--- src/rtl/lc3b_types.sv ---
// Shared LC-3b bus types plus the memory arbiter's state, port and request types.
package lc3b_types;

  typedef logic [127:0] lc3b_line;
  typedef logic [11:0]  lc3b_wb_adr;
  typedef logic [15:0]  lc3b_word;

  typedef enum logic [1:0] {
    IDLE    = 2'd0,
    SERVE_I = 2'd1,
    SERVE_D = 2'd2
  } arb_state_t;

  typedef enum logic {
    PORT_I = 1'b0,
    PORT_D = 1'b1
  } arb_port_t;

  // One captured downstream transaction: 12 + 128 + 16 + 2 bits.
  typedef struct packed {
    lc3b_wb_adr addr;
    lc3b_line   wdata;
    lc3b_word   sel;
    logic       write;
    logic       read;
  } arb_req_t;

  localparam int ARB_REQ_W = $bits(arb_req_t);

  // Winner among pending ports; on a tie the port that did not win last time goes.
  function automatic arb_port_t pick_port(input logic i_pend, input logic d_pend,
                                          input arb_port_t last);
    if (i_pend && d_pend) return (last == PORT_I) ? PORT_D : PORT_I;
    else if (d_pend)      return PORT_D;
    else                  return PORT_I;
  endfunction

endpackage

--- src/rtl/arb_request_reg.sv ---
// Request register: holds the granted transaction for the whole SERVE phase.
module arb_request_reg
  import lc3b_types::*;
(
  input  logic     clk,
  input  logic     rst,
  input  logic     load,
  input  arb_req_t req_in,
  output arb_req_t req_out
);

  arb_req_t req_d, req_q;

  always_comb begin
    // NOTE: default first so every path assigns req_d and no latch is inferred.
    req_d = req_q;
    if (load) req_d = req_in;
  end

  always_ff @(posedge clk or posedge rst) begin
    // NOTE: cleared on reset so the downstream bus shows zeros; bulk storage arrays are normally left unreset.
    if (rst) req_q <= '0;
    // NOTE: non-blocking so every flop samples pre-edge values regardless of block order.
    else     req_q <= req_d;
  end

  assign req_out = req_q;

endmodule

--- src/rtl/mem_arbiter.sv ---
// Two-port round-robin arbiter sharing one line-wide physical memory between
// the instruction fetch port and the data port.
module mem_arbiter
  import lc3b_types::*;
(
  input  logic       clk,
  input  logic       rst,

  input  logic       ifetch_read,
  input  lc3b_wb_adr ifetch_address,
  output lc3b_line   ifetch_rdata,
  output logic       ifetch_resp,

  input  logic       mem_read,
  input  logic       mem_write,
  input  lc3b_wb_adr mem_address,
  input  lc3b_line   mem_wdata,
  input  lc3b_word   mem_sel,
  output lc3b_line   mem_rdata,
  output logic       mem_resp,

  output logic       pmem_read,
  output logic       pmem_write,
  output lc3b_wb_adr pmem_address,
  output lc3b_line   pmem_wdata,
  output lc3b_word   pmem_sel,
  input  lc3b_line   pmem_rdata,
  input  logic       pmem_resp
);

  arb_state_t state_d, state_q;
  arb_port_t  last_d, last_q;
  arb_port_t  grant_port;
  logic       data_pend;
  logic       grant_load;
  arb_req_t   req_in, req_q;

  assign data_pend = mem_read | mem_write;

  always_ff @(posedge clk or posedge rst) begin
    if (rst) begin
      state_q <= IDLE;
      last_q  <= PORT_I;
    end else begin
      state_q <= state_d;
      last_q  <= last_d;
    end
  end

  always_comb begin
    state_d     = state_q;
    last_d      = last_q;
    grant_load  = 1'b0;
    grant_port  = PORT_I;
    req_in      = '0;
    ifetch_resp = 1'b0;
    mem_resp    = 1'b0;

    unique case (state_q)
      IDLE: begin
        if (ifetch_read || data_pend) begin
          grant_port = pick_port(ifetch_read, data_pend, last_q);
          grant_load = 1'b1;
          last_d     = grant_port;
          if (grant_port == PORT_D) begin
            // Read and write together is treated as a write.
            req_in.addr  = mem_address;
            req_in.wdata = mem_wdata;
            req_in.sel   = mem_sel;
            req_in.write = mem_write;
            req_in.read  = ~mem_write;
            state_d      = SERVE_D;
          end else begin
            req_in.addr  = ifetch_address;
            req_in.read  = 1'b1;
            state_d      = SERVE_I;
          end
        end
      end
      SERVE_I: begin
        if (pmem_resp) begin
          ifetch_resp = 1'b1;
          state_d     = IDLE;
        end
      end
      SERVE_D: begin
        if (pmem_resp) begin
          mem_resp = 1'b1;
          state_d  = IDLE;
        end
      end
      default: state_d = IDLE;
    endcase
  end

  arb_request_reg u_request_reg (
    .clk     (clk),
    .rst     (rst),
    .load    (grant_load),
    .req_in  (req_in),
    .req_out (req_q)
  );

  // Downstream side comes only from registered state, never from requester inputs.
  assign pmem_read    = (state_q != IDLE) & req_q.read;
  assign pmem_write   = (state_q != IDLE) & req_q.write;
  assign pmem_address = req_q.addr;
  assign pmem_wdata   = req_q.wdata;
  assign pmem_sel     = req_q.sel;

  assign ifetch_rdata = pmem_rdata;
  assign mem_rdata    = pmem_rdata;

endmodule

--- config.mk ---
export PLATFORM = sky130hd
export DESIGN_NAME = mem_arbiter
export DESIGN_NICKNAME = d
export VERILOG_FILES = /design/src/rtl/lc3b_types.sv /design/src/rtl/arb_request_reg.sv /design/src/rtl/mem_arbiter.sv
export SDC_FILE = /design/constraint.sdc
export NUM_CORES = 1
export LEC_CHECK = 0
export ABC_CLOCK_PERIOD_IN_PS = 6200
export CORE_AREA = 2 2 281 283
export DETAILED_ROUTE_END_ITERATION = 8
export DIE_AREA = 0 0 283 285
export PLACE_DENSITY = 0.39
export SLEW_MARGIN = 20
export SYNTH_ARGS = -nofsm -noshare
export SYNTH_HDL_FRONTEND = slang
export SYNTH_SLANG_ARGS = --single-unit
--- constraint.sdc ---
create_clock -name clk -period 6.2 [get_ports clk]
set_input_delay 1.24 -clock clk [delete_from_list [all_inputs] [get_ports clk]]
set_output_delay 1.24 -clock clk [all_outputs]
set_load 0.1 [all_outputs]
==> flow_metrics.env, run 1 <==
export IMPL_synth_largest_area_cell="dfrtp_1"
export IMPL_antenna_found_initial=13
export IMPL_grt_util_met2_pct=13.0
export IMPL_ys_flop_type="dfrtp_1"
export IMPL_final_layout_size_suffix_gt1_share_pct=6.30
export IMPL_cp_data_arrival_time_ns=3.00
export IMPL_hold_violations=0
export IMPL_grt_max_degree=88
export IMPL_cts_tree="done"
export IMPL_drc=0
export IMPL_synthCells=820
export IMPL_fp_dieArea_mm2=0.0807
export IMPL_htree_levels=4
export IMPL_drt_wl_total_mm=33.6
export IMPL_finish_utilization_pct=14.4
export IMPL_hold_end="u_request_reg.req_out[148]"
export IMPL_start_util_pct=11.6
export IMPL_top_usage_layer="met2"
export IMPL_worst_r2r_cell_count=6
export IMPL_grt_pass1_vias=5405
export IMPL_setup_ws_ns=1.96
export IMPL_nets=1039
export IMPL_hp_start="u_request_reg.req_out[148]"
export IMPL_core_area_mm2=0.0780
export IMPL_r2r_start="state_q[0]"
export IMPL_met3_usage_pct=4.76
export IMPL_drt_iter0_markers=187
export IMPL_maxCapViolations=0
export IMPL_synth_area_mm2=0.00902
export IMPL_clock_sinks=161
export IMPL_fillCellCount=8700
export IMPL_yosys_warnings=0
export IMPL_die_h_um=285
export IMPL_insertion_delay_ns=0.47
export IMPL_fin_skew_ns=0.0135
export IMPL_period_needed_ns=4.24
export IMPL_ys_types=27
export IMPL_hpwl_mm=27.1
export IMPL_met1_usage_pct=8.85
export IMPL_hold_buffers=0
export IMPL_setup_viol=0
export IMPL_wire_per_inst_um=18.7
export IMPL_viasPerCell=2.87
export IMPL_die_w_um=283
export IMPL_area_growth_pct=24.1
export IMPL_firstDrtPassIters=4
export IMPL_clock_root_buffer="clkbuf_16"
export IMPL_tightestPinTransition_ns=1.07
export IMPL_hp_class="flop to flop"
export IMPL_synth_top_area_share_pct=44.7
export IMPL_synthTopCellsByArea="dfrtp_1, buf_4, a22o_1"
export IMPL_crit_type="primary input to primary output"
export IMPL_status="finished clean"
export IMPL_io_pin_count=718
export IMPL_postRouteAntennaNets=0
export IMPL_slew_violations=0
export IMPL_ys_async_sr_fraction_pct=100
export IMPL_row_count=103
export IMPL_cp_max_fo=4
export IMPL_grt_usage_pct=8.31
export IMPL_multi_input_area_mm2=0.00171
export IMPL_cts_setup_buffers=0
export IMPL_io_buffers=333
export IMPL_min_path_cells=2
export IMPL_ys_ff_latch=161
export IMPL_place_ws_ns=1.97
export IMPL_synthTopCellsByCount="buf_4, dfrtp_1, a22o_1"
export IMPL_maxSlewHeadroom_pct=28.4
export IMPL_gp_congestion=0.763
export IMPL_rsz0062_at_grt="no"
export IMPL_num_vias=5163
export IMPL_whs_ns=0.484
export IMPL_cts_buffers=17
export IMPL_syn_nets=1125
export IMPL_overflow=0
export IMPL_ctsResizeCount=0
export IMPL_ys_seq_area_share_pct=44.7
export IMPL_rr_endpoint="u_request_reg.req_out[141]"
export IMPL_cp_data_required_time_ns=4.96
export IMPL_path_clk_slew_ns=0.06
export IMPL_synth_edf_count=0
export IMPL_regArea_mm2=0.00403
export IMPL_worstSetupEndpointType="primary output"
export IMPL_finalCritPeriodShare_pct=68.3
export IMPL_avgSynthCellArea_um2=11.0
export IMPL_crit_path_start_kind="primary input"
export IMPL_fmax_ghz=0.236
export IMPL_grt_pass1_wl_mm=46.2
export IMPL_cts_path_max_buffers=2
export IMPL_rrSetupSlack_ns=3.73
export IMPL_yosysMostFrequentCell="buf_4"
export IMPL_tns_ns=0
## metrics by stage
step	cell area (um^2)	std cells
after global placement	10500	1764
after floorplan	9020	820
after detailed placement	10500	1764
final	11200	1799
after global routing	11200	1797
after CTS	11200	1795
## cells by family (layout without fill, tap and decap cells)
logic type / Yosys count / after routing / synth area share [%]
buffers and inverters: 451 / 377 / 36.3
AO/OA/AOI/OAI: 164 / 164 / 15.6
flip-flops: 161 / 161 / 44.7
AND/OR/NAND/NOR: 29 / 29 / 1.64
multiplexers: 12 / 12 / 1.33
adder cells (fa/ha/maj): 3 / 3 / 0.416
other: 0 / 3 / 0
## state kept, by name, indices dropped and copies added (netlist names)
signal and cells:
last_q 1, state_q 2, u_request_reg.req_out 158
## layout make-up
type                       instances  area share [%]
tap                             1050            11.7
timing repair buffer             342            31.0
clock inverter                    12            1.84
sequential                       161            36.0
multi-input combinational        208            15.3
inverter                           4           0.179
clock buffer                      19            3.87
antenna                            3          0.0671
## per-layer routing
layer / up-vias / wire length, um
li1: 2210 / -
met1: 2426 / 12200
met2: 398 / 15500
met3: 121 / 4310
met4: 8 / 1560
met5: - / 56
## layout by cell type (no fill, tap or decap), types with 3 or more instances in the layout
cell type and count:
clkdlybuf4s50_1 329, dfrtp_1 161, a22o_1 144, clkbuf_16 17, nand2_1 13, mux2i_1 12, o21ai_0 12, buf_12 6
bufinv_16 5, buf_4 5, inv_6 4, diode_2 3, inv_1 3, nor2b_1 3, a21oi_1 3, ha_1 3
## worst max path at each step
stage	depth (start not counted)	start	slack, ns	end
6_report	3	pmem_resp	1.96	ifetch_resp
5_1_grt	3	pmem_resp	1.92	mem_resp
3_3_place_gp	3	pmem_resp	1.93	mem_resp
4_1_cts	3	pmem_resp	1.96	ifetch_resp
3_5_place_dp	3	pmem_resp	1.97	mem_resp
2_1_floorplan	1	rst	0.61	last_q
## worst max-delay path: stages
cell and delay [ns]:
clkdlybuf4s50_1 0.50, and2_1 0.13, clkdlybuf4s50_1 1.12
Power of run 1 is left out: the tool's default activity adds up to more than one toggle a clock period on the data nets, which glitch-free logic cannot reach.
==> run 2: changes to the inputs <==
Settings changed: ABC_CLOCK_PERIOD_IN_PS 6200 to 4400.
Clock period 6.2 ns to 4.4 ns, I/O delays scaled along.
==> flow_metrics.env, run 2 (same netlist as run 1, synthesis figures left out) <==
export IMPL_status="finished clean"
export IMPL_path_clk_slew_ns=0.08
export IMPL_num_vias=5261
export IMPL_postRouteAntennaNets=0
export IMPL_overflow=0
export IMPL_largest_reg_flops=158
export IMPL_hp_class="flop to flop"
export IMPL_mostFrequentLayoutCell="clkdlybuf4s50_1"
export IMPL_slew_violations=0
export IMPL_drc=0
export IMPL_final_layout_size_suffix_gt1_share_pct=7.07
export IMPL_period_needed_ns=3.46
export IMPL_grt_pass1_vias=5545
export IMPL_grt_max_degree=82
export IMPL_grt_usage_pct=8.28
export IMPL_worstSetupEndpointType="primary output"
export IMPL_min_path_cells=2
export IMPL_hpwl_mm=26.8
export IMPL_antenna_found_initial=11
export IMPL_cp_max_fo=9
export IMPL_cts_buffers=17
export IMPL_cts_path_max_buffers=2
export IMPL_crit_path_start_kind="flop"
export IMPL_htree_levels=4
export IMPL_clock_sinks=161
export IMPL_fin_skew_ns=0.0182
export IMPL_cts_setup_buffers=0
export IMPL_hold_buffers=0
export IMPL_viasPerCell=2.92
export IMPL_maxCapViolations=0
export IMPL_worst_r2r_cell_count=6
export IMPL_io_pin_count=718
export IMPL_finalCritPeriodShare_pct=78.6
export IMPL_rsz0062_at_grt="no"
export IMPL_ctsResizeCount=0
export IMPL_fp_dieArea_mm2=0.0807
export IMPL_final_cell_mix="clkdlybuf4s50_1, dfrtp_1, a22o_1"
export IMPL_hold_violations=0
export IMPL_grt_pass1_wl_mm=46.5
export IMPL_die_h_um=285
export IMPL_area_growth_pct=23.3
export IMPL_regArea_mm2=0.00403
export IMPL_drt_wl_total_mm=34.0
export IMPL_multi_input_area_mm2=0.00171
export IMPL_firstDrtPassIters=4
export IMPL_drt_iter0_markers=200
export IMPL_tightestPinTransition_ns=1.16
export IMPL_gp_congestion=0.749
export IMPL_nets=1042
export IMPL_fillCellCount=8749
export IMPL_start_util_pct=11.6
export IMPL_cts_tree="done"
export IMPL_clock_root_buffer="clkbuf_16"
export IMPL_cp_data_required_time_ns=3.52
export IMPL_cp_data_arrival_time_ns=2.58
export IMPL_setup_viol=0
export IMPL_row_count=103
export IMPL_fmax_ghz=0.289
export IMPL_io_buffers=333
export IMPL_tns_ns=0
export IMPL_maxSlewHeadroom_pct=22.5
export IMPL_wire_per_inst_um=18.9
export IMPL_insertion_delay_ns=0.47
export IMPL_crit_type="flop to primary output"
export IMPL_core_area_mm2=0.0780
export IMPL_die_w_um=283
[run 2: path summary, 6_finish.rpt]
kind / endpoint / slack, ns / startpoint
max: pmem_write / 0.94 / state_q[0]
min: u_request_reg.req_out[150] / 0.48 / u_request_reg.req_out[150]
max reg2reg: u_request_reg.req_out[138] / 2.17 / state_q[0]
min reg2reg: u_request_reg.req_out[150] / 0.48 / u_request_reg.req_out[150]
max in group asynchronous: u_request_reg.req_out[143] / 2.89 / rst
min in group asynchronous: u_request_reg.req_out[122] / 0.87 / rst
[run 2: per-stage QoR]
step           utilization (%)  instances  worst slack [ns]  hold WS (ns)  cell area (um^2)
4_1_cts                   14.3       1800             0.861         0.487             11100
3_5_place_dp              13.5       1768              1.27         0.470             10500
2_1_floorplan                -        820              1.39         0.451              9020
3_3_place_gp              13.5       1768              1.37         0.466             10500
5_1_grt                   14.3       1800             0.746         0.513             11100
6_report                  14.3       1801             0.941         0.480             11100
[run 2: final cells by class]
cell class	count	area share, %
Inverter	4	0.169
Antenna cell	1	0.0225
Tap cell	1050	11.8
Sequential cell	161	36.2
Timing Repair Buffer	345	31.0
Multi-Input combinational cell	208	15.4
Clock inverter	15	1.53
Clock buffer	17	3.82
[run 2: critical path, cell delays in order, from the launching register on]
cell and delay, ns:
dfrtp_1 0.38, inv_1 0.08, ha_1 0.32, nor2b_1 0.18, clkdlybuf4s50_1 1.15
[run 2: layer usage]
layer  up-vias  wire (um)  global-route usage, %  share of wire [%]
li1       2215          -                      -                  -
met1      2517      11900                   8.32                 35
met2       384      15900                   13.1                 47
met3       137       4470                   5.31                 13
met4         8       1660                   4.57                4.9
met5         -         55                      0               0.16
Power of run 2 is left out for the same reason.
